<file path="src/rtl/expr_pipe_eval_if.sv">
// Handshake bundle for expr_pipe_eval: operand beat in, result beat out.
// Includes the sticky overflow flags and their clear strobe.
interface expr_pipe_eval_if #(
  parameter int W   = 6,
  parameter int NCH = 3
);
  logic                   in_valid;
  logic                   in_ready;
  logic [NCH*W-1:0]       a;
  logic [NCH*W-1:0]       b;
  logic [NCH*3-1:0]       op;
  logic [NCH-1:0]         sgn;
  logic                   out_valid;
  logic                   out_ready;
  logic [NCH*(W+1)-1:0]   y;
  logic [NCH-1:0]         ovf;
  logic                   clr_ovf;

  modport master (
    output in_valid, a, b, op, sgn,
    output out_ready, clr_ovf,
    input  in_ready, out_valid, y, ovf
  );

  modport slave (
    input  in_valid, a, b, op, sgn,
    input  out_ready, clr_ovf,
    output in_ready, out_valid, y, ovf
  );
endinterface

</file>
<file path="src/rtl/expr_pipe_eval.sv">
// Two-stage pipelined multi-channel expression evaluator.
// S1 holds operands, S2 holds the W+1-bit results per channel.
module expr_pipe_eval #(
  parameter int W   = 6,
  parameter int NCH = 3
) (
  input  logic clk,
  input  logic rst,
  expr_pipe_eval_if.slave bus
);
  localparam int SW = $clog2(W) + 1;
  localparam int YW = NCH * (W + 1);
  localparam logic [SW-1:0] WLIM = SW'(W);

  typedef enum logic [2:0] {
    OP_ADD = 3'd0,
    OP_SUB = 3'd1,
    OP_AND = 3'd2,
    OP_XOR = 3'd3,
    OP_SHL = 3'd4,
    OP_SHR = 3'd5,
    OP_LT  = 3'd6,
    OP_NE  = 3'd7
  } op_e;

  typedef struct packed {
    logic [NCH*W-1:0] a;
    logic [NCH*W-1:0] b;
    logic [NCH*3-1:0] op;
    logic [NCH-1:0]   sgn;
  } s1_t;

  function automatic logic [W:0] eval(
    input logic [W-1:0] x,
    input logic [W-1:0] z,
    input logic [2:0]   o,
    input logic         s
  );
    logic [W:0]    xe;
    logic [W:0]    ze;
    logic [W:0]    r;
    logic [W-1:0]  t;
    logic [SW-1:0] sh;
    logic          big;
    xe  = {s & x[W-1], x};
    ze  = {s & z[W-1], z};
    sh  = z[SW-1:0];
    big = (sh >= WLIM);
    t   = '0;
    r   = '0;
    unique case (o)
      OP_ADD: r = xe + ze;
      OP_SUB: r = xe - ze;
      OP_AND: r = xe & ze;
      OP_XOR: r = xe ^ ze;
      OP_SHL: begin
        if (big) t = '0;
        else     t = x << sh;
        r = {s & t[W-1], t};
      end
      OP_SHR: begin
        // keep the signed shift out of mixed-sign expressions
        if (big)    t = {W{s & x[W-1]}};
        else if (s) t = $signed(x) >>> sh;
        else        t = x >> sh;
        r = {s & t[W-1], t};
      end
      OP_LT: begin
        if (s) r = {{W{1'b0}}, $signed(x) < $signed(z)};
        else   r = {{W{1'b0}}, x < z};
      end
      OP_NE:   r = {{W{1'b0}}, x != z};
      default: r = '0;
    endcase
    return r;
  endfunction

  logic           s1_valid;
  logic           s2_valid;
  logic           s1_load;
  logic           s2_load;
  s1_t            s1;
  logic [YW-1:0]  y_d;
  logic [YW-1:0]  y_q;
  logic [NCH-1:0] ovf_set;
  logic [NCH-1:0] ovf_q;

  assign s2_load = !s2_valid || bus.out_ready;
  assign s1_load = !s1_valid || s2_load;

  assign bus.in_ready  = s1_load;
  assign bus.out_valid = s2_valid;
  assign bus.y         = y_q;
  assign bus.ovf       = ovf_q;

  for (genvar c = 0; c < NCH; c++) begin : g_ch
    logic [W:0] r;
    logic [2:0] o;
    logic       addsub;
    assign o      = s1.op[c*3 +: 3];
    assign addsub = (o == OP_ADD) || (o == OP_SUB);
    assign r      = eval(s1.a[c*W +: W], s1.b[c*W +: W], o, s1.sgn[c]);
    assign y_d[c*(W+1) +: W+1] = r;
    // top two bits differ => result does not fit W signed bits
    assign ovf_set[c] = s1_valid & s2_load & s1.sgn[c] &
                        addsub & (r[W] ^ r[W-1]);
  end

  always_ff @(posedge clk or posedge rst) begin
    if (rst) begin
      s1_valid <= 1'b0;
      s1       <= '0;
    end else if (s1_load) begin
      s1_valid <= bus.in_valid;
      if (bus.in_valid) begin
        s1 <= '{a: bus.a, b: bus.b, op: bus.op, sgn: bus.sgn};
      end
    end
  end

  always_ff @(posedge clk or posedge rst) begin
    if (rst) begin
      s2_valid <= 1'b0;
      y_q      <= '0;
    end else if (s2_load) begin
      s2_valid <= s1_valid;
      if (s1_valid) y_q <= y_d;
    end
  end

  always_ff @(posedge clk or posedge rst) begin
    if (rst) ovf_q <= '0;
    else     ovf_q <= (ovf_q & ~{NCH{bus.clr_ovf}}) | ovf_set;
  end
endmodule
</file>
<file path="src/flat_wrapper.sv">
// flat-port wrapper written by rule: the top's interface ports become plain ports
module expr_pipe_eval_flat 
#(
  parameter int W   = 6,
  parameter int NCH = 3
)
  (clk, rst, bus_in_valid, bus_a, bus_b, bus_op, bus_sgn, bus_out_ready, bus_clr_ovf, bus_in_ready, bus_out_valid, bus_y, bus_ovf);
  expr_pipe_eval_if #(.W(W), .NCH(NCH)) bus_i ();
  input  logic clk;
  input  logic rst;
  input wire logic [$bits(bus_i.in_valid)-1:0] bus_in_valid;
  input wire logic [$bits(bus_i.a)-1:0] bus_a;
  input wire logic [$bits(bus_i.b)-1:0] bus_b;
  input wire logic [$bits(bus_i.op)-1:0] bus_op;
  input wire logic [$bits(bus_i.sgn)-1:0] bus_sgn;
  input wire logic [$bits(bus_i.out_ready)-1:0] bus_out_ready;
  input wire logic [$bits(bus_i.clr_ovf)-1:0] bus_clr_ovf;
  output wire logic [$bits(bus_i.in_ready)-1:0] bus_in_ready;
  output wire logic [$bits(bus_i.out_valid)-1:0] bus_out_valid;
  output wire logic [$bits(bus_i.y)-1:0] bus_y;
  output wire logic [$bits(bus_i.ovf)-1:0] bus_ovf;
  assign bus_i.in_valid = bus_in_valid;
  assign bus_i.a = bus_a;
  assign bus_i.b = bus_b;
  assign bus_i.op = bus_op;
  assign bus_i.sgn = bus_sgn;
  assign bus_i.out_ready = bus_out_ready;
  assign bus_i.clr_ovf = bus_clr_ovf;
  assign bus_in_ready = bus_i.in_ready;
  assign bus_out_valid = bus_i.out_valid;
  assign bus_y = bus_i.y;
  assign bus_ovf = bus_i.ovf;
  expr_pipe_eval #(.W(W), .NCH(NCH)) u_core (.clk(clk), .rst(rst), .bus(bus_i));
endmodule
</file>
<file path="config.mk">
export PLATFORM = sky130hd
export DESIGN_NAME = expr_pipe_eval_flat
export DESIGN_NICKNAME = d
export VERILOG_FILES = /design/src/rtl/expr_pipe_eval_if.sv /design/src/rtl/expr_pipe_eval.sv /design/src/flat_wrapper.sv
export SDC_FILE = /design/constraint.sdc
export NUM_CORES = 1
export LEC_CHECK = 0
export ABC_CLOCK_PERIOD_IN_PS = 3800
export CORE_MARGIN = 2
export CORE_UTILIZATION = 54
export CTS_BUF_LIST = sky130_fd_sc_hd__clkbuf_4 sky130_fd_sc_hd__clkbuf_8
export DETAILED_ROUTE_END_ITERATION = 12
export PLACE_DENSITY_LB_ADDON = 0.1
export SYNTH_ARGS = -nofsm -noshare
export SYNTH_HDL_FRONTEND = slang
export SYNTH_SLANG_ARGS = --single-unit
export TNS_END_PERCENT = 50
</file>
<file path="constraint.sdc">
create_clock -name clk -period 3.8 [get_ports clk]
set_clock_uncertainty 0.1 [all_clocks]
set_input_delay 0.76 -clock clk [delete_from_list [all_inputs] [get_ports clk]]
set_output_delay 0.76 -clock clk [all_outputs]
set_load 0.01 [all_outputs]
</file>
; Word level (Yosys, flattened, before mapping)
; Cells that the tools add are included.
[word_totals]
regBits = 74
output_inout_bits = 26
[op_classes]
n_addsub = 6
magnitude_cmp = 9
eq_ne = 24
shift = 9
mux = 21
bitwise = 34
reduce_logical = 12
[op_table]
columns = operator, n
row1 = $pmux W7 S8, 3
row2 = $mux W6, 15
row3 = $eq A3 B3 Y1 const B, 12
row4 = $lt A6 B6 Y1, 6
row5 = $and A1 B1 Y1, 22
row6 = $add A7 B7 Y7, 3
row7 = $and A7 B7 Y7, 3
row8 = $sub A7 B7 Y7, 3
row9 = $xor A7 B7 Y7, 3
row10 = $eq A3 B2 Y1 const B, 6
row11 = $ne A6 B6 Y1, 3
row12 = $shl A6 B4 Y6, 3
row13 = $shr A6 B4 Y6, 3
row14 = $sshr A6 B4 Y6, 3
row15 = $ge A4 B3 Y1 const B, 3
row16 = $eq A3 B1 Y1 const B, 3
row17 = $logic_not A3 Y1, 3
row18 = $logic_or A1 B1 Y1, 5
row19 = $reduce_and A2 Y1, 2
row20 = $and A3 B3 Y3, 1
row21 = $mux W1, 3
row22 = $not A3 Y3, 1
row23 = $or A3 B3 Y3, 1
row24 = $xor A1 B1 Y1, 3
row25 = $logic_not A1 Y1, 2

; Depth between registers and ports, before layout
[logic_depth]
ltp_word = 9
depth_mapped = 14

; Least setup slack after synthesis
; No wires, ideal clock.
[synth_timing]
path_kind = register -> register
from = reg u_core.s1[12] (netlist bit)
to = reg u_core.ovf_q[0] (netlist: u_core.bus.ovf[0])
setup_time_ps = 125
arrival_time_ps = 2880
required_ps = 3575
slack_ps = 695
stages_incl_launch_ff = 13
path_cell_list = dfrtp_1 clkbuf_1 inv_1 ha_1 a21o_1 fa_1 nand2b_1 a21oi_1 o22ai_1 a2111o_1 nand3_2 xnor2_1 o22ai_1
[synth_between]
elab_chain_cells = 9
elab_cells_between_ends = 17
classes_between = 2 x add/sub / 1 x order compare / 3 x shift / 6 x mux / 5 x bitwise
[synth_rtl]
columns = element, line
row1 = from (decl), expr_pipe_eval.sv:82  ; s1_t s1;
row2 = from (signal assigned), expr_pipe_eval.sv:116  ; s1 <= '{a: bus.a, b: bus.b, op: bus.op, sgn: bus.sgn};
row3 = $shr A6 B4 Y6 / $sshr A6 B4 Y6 (equally long branches), "expr_pipe_eval.sv:65, expr_pipe_eval.sv:64"
row4 = $mux W6, expr_pipe_eval.sv:64  ; else if (s) t = $signed(x) >>> sh;
row5 = $mux W6, expr_pipe_eval.sv:63  ; if (big) t = {W{s & x[W-1]}};
row6 = $mux W6, expr_pipe_eval.sv:51  ; unique case (o)
row7 = $and A1 B1 Y1, expr_pipe_eval.sv:66  ; r = {s & t[W-1], t};
row8 = $pmux W7 S8 (*), expr_pipe_eval.sv:51
row9 = $xor A1 B1 Y1 (*), expr_pipe_eval.sv:106  ; addsub & (r[W] ^ r[W-1]);
row10 = $and A1 B1 Y1 (*), expr_pipe_eval.sv:106
row11 = $or A3 B3 Y3 (*), expr_pipe_eval.sv:133  ; else ovf_q <= (ovf_q & ~{NCH{bus.clr_ovf}}) | ovf_set;
row12 = to (signal assigned), expr_pipe_eval.sv:133
row13 = to (decl), expr_pipe_eval.sv:86  ; logic [NCH-1:0] ovf_q;
; Every way passes the cells marked *; elsewhere a longest branch is shown, timed or not. The select of a mux whose other input is x is not followed.
; A chain may end at the register's enable or synchronous reset.

; Final worst setup path
[layout_timing]
from = reg u_core.s1, in the netlist u_core.g_ch[0].o[1]
to = reg u_core.ovf_q[0] (netlist: u_core.bus.ovf[0])
[layout_between]
elab_chain_cells = 5
elab_cells_between_ends = 14
classes_between = 7 x eq/ne / 1 x mux / 4 x bitwise / 2 x reduce/logical
[layout_rtl]
columns = element, line
row1 = "$eq A3 B3 Y1, or another cell as far along", expr_pipe_eval.sv:51
row2 = $pmux W7 S8 / $logic_or A1 B1 Y1 (equally long branches), "expr_pipe_eval.sv:51, expr_pipe_eval.sv:101"
row3 = $xor A1 B1 Y1 / $and A1 B1 Y1 (equally long branches), "expr_pipe_eval.sv:106, expr_pipe_eval.sv:105"
row4 = $and A1 B1 Y1 (*), expr_pipe_eval.sv:106
row5 = $or A3 B3 Y3 (*), expr_pipe_eval.sv:133
; Every way passes the cells marked *; elsewhere a longest branch is shown, timed or not.

==> flow_summary_export.csv <==
group,metric,value,unit
synth,syn_area,6890,um2
route,wl,19.9,mm
sta,fmax,305,MHz
floorplanning,ios,79,
power_and_ir_drop,peakVddDrop,0.273,mV
finish,area_delta_synth_final,17.5,%
cts,h-tree-depth,3,
sta,finalHoldViolations,0,
sta,drv_slew,0,
global_route,grt_usage,29.9,%
cts,hold_buffers,0,
finish,drive_above_1_share,13.7,%
cts,numCtsBuffers,9,
worst_setup_path,critPathCaptureType,"flop",
sta,rsz0062_at_grt,"no",
cts,clock_path_buffers,2,
synth,synth_top_area_cell,"dfrtp_1",
run_status,outcome,"completed",
synth,syn_nets,914,
finish,fin_nets,976,
route,dr.pass1.iters,5,
global_route,antenna_found_initial,0,
synth,synth_cell_types,77,
worst_hold_path,hold_path_class,"flop to flop",
cts,clk_latency,380,ps
synth,synth_ff_type,"dfrtp_1",
sta,setup_viol,0,
global_route,grt_pass1_vias,6111,
place,placedCellCount,1018,
route,drt-vias-per-instance,6.22,
sta,finalSetupTns,0,ps
sta,layout_worst_path_cycle_share,86.4,%
floorplanning,start_util,55.1,%
cts,path_clk_slew,90,ps
route,antenna_left,0,
synth,yosysSeqAreaShare,26.9,%
synth,synthTopCellsByArea,"dfrtp_1 (27%), ha_1 (11%), mux2_2 (7.8%), nand2_1 (4.0%), a21oi_1 (3.9%)",
global_route,grt_first_pass_wirelength,31.5,mm
route,drc,0,
synth,async_flop_share,100,%
floorplanning,die_w,117,um
global_route,grt_overflow,0,
worst_setup_path,arrival,3440,ps
route,num_vias,6432,
floorplanning,rows,41,
cts,cts_resized,0,
worst_setup_path,worstPathMaxFanout,10,
sta,relSlewSlack,49.6,%
place,io_buffers,78,
worst_setup_path,crit_type,"flop to flop",
synth,ys_ff_latch,74,
global_route,grt_max_degree,42,
power_and_ir_drop,cellLeakagePower,3.47,nW
finish,mostFrequentLayoutCell,"clkdlybuf4s50_1",
cts,cts_tree,"built",
finish,fill_cells,1104,
synth,yosysWarnings,0,
route,drt_iter0_drc,596,
finish,layout_common_cells,"clkdlybuf4s50_1 (78), dfrtp_1 (74), nand2_1 (72), ha_1 (63), a21oi_1 (54)",
place,dp_hpwl,14.7,mm
worst_setup_path,startpoint_type,"flop",
place,place_congestion,0.961,
finish,instances_no_fill,1034,
finish,antenna_cells,0,
sta,hold_slack,372,ps
synth,synth_edf_count,0,
sta,worstMarginPinSlew,755,ps
route,wl_per_cell,19.2,um
worst_setup_path,crit_required,3960,ps
floorplanning,coreArea,12500,um2
floorplanning,dieArea,13700,um2
synth,avgSynthCellArea,8.67,um2
run,maxCapViolCount,0,
floorplanning,die_h,117,um
cts,cts-root-buf,"clkbuf_8",
cts,cts_setup_buffers,0,
synth,yosysTopAreaCellShare,26.9,%
power_and_ir_drop,p_per_area,497,nW/um2
sta,min_period,3280,ps
cts,cts_num_sinks,74,
synth,syn-instance-count,795,
[cells by family (layout without fill, tap and decap cells)]
group	after synthesis	after routing	share of synthesized area, %
buf+inv	99	166	5.88
compound gates	226	226	21.7
fa+ha+maj	66	66	12.3
flops	74	74	26.9
simple gates	233	233	17.0
mux	77	77	13.7
xor+xnor	20	20	2.54
[power breakdown]
part / total (mW) / switching, mW / internal, mW
clock network: 0.731 / 0.356 / 0.375
logic: 2.11 / 1.12 / 0.991
registers: 1.18 / 0.235 / 0.943
[stage by stage]
stage / cell area (um2) / util, % / worst slack [ps] / power, mW
2_1_floorplan: 6890 / - / 695 / 2.58
3_3_place_gp: 7870 / 62.9 / 782 / 3.19
3_5_place_dp: 7870 / 62.9 / 634 / 3.27
4_1_cts: 8100 / 64.7 / 609 / 4.00
5_1_grt: 8100 / 64.7 / 352 / 4.30
6_report: 8100 / 64.7 / 518 / 4.02
[worst paths after layout]
| kind | start | to | slack [ps] | cells past startpoint |
|---|---|---|---|---|
| max | u_core.g_ch[0].o[1] | u_core.bus.ovf[0] | 520 | 12 |
| max reg2reg | u_core.g_ch[0].o[1] | u_core.bus.ovf[0] | 520 | 12 |
| min in group asynchronous | rst | u_core.s1[30] | 730 | 2 |
| min | u_core.bus.y[12] | u_core.bus.y[12] | 370 | 2 |
| min reg2reg | u_core.bus.y[12] | u_core.bus.y[12] | 370 | 2 |
| max in group asynchronous | rst | u_core.s1[18] | 2180 | 3 |
[area by class of cell]
type                       instances  area [um2]  area share, %
multi-input combinational        622        4640           57.3
clock inverter                     7        98.8           1.22
timing repair buffer             103         993           12.3
tap                              172         215           2.66
inverter                          47         176           2.18
clock buffer                       9         124           1.53
sequential                        74        1850           22.9
[critical path: stages (launching register included)]
cell      delay [ps]
dfrtp_1          500
nor2_1           520
and2_1           270
a21oi_1           70
xnor2_1          160
ha_1             360
o21ai_0          110
a21oi_1          200
o22ai_1          140
a2111o_1         420
nand3_2          100
xnor2_1          120
o22ai_1           80
[cells in the mapped netlist (18+ instances only)]
cell type / n
dfrtp_1: 74
nand2_1: 73
ha_1: 63
a21oi_1: 54
o21ai_0: 52
mux2_2: 48
inv_1: 47
nor2_1: 46
clkbuf_1: 40
mux2i_1: 20
nand3_1: 19
a31oi_1: 18
nor2b_1: 18
nor3_1: 18
[registers in the layout, indices dropped and copies added (netlist names)]
signal / cells
u_core.s1_valid: 1
u_core.bus.ovf: 3
u_core.g_ch.o: 9
u_core.s1: 39
u_core.bus.out_valid: 1
u_core.bus.y: 21
[per-layer routing]
metal  global-route usage (%)  up-vias  routed length (um)
li1                         -     3043                   -
met1                     41.1     3103                8870
met2                     48.4      244                9330
met3                     3.81       42                1190
met4                     11.1        0                 495
met5                        0        -                   0
Note: power is estimated with default switching activity, not from simulation.
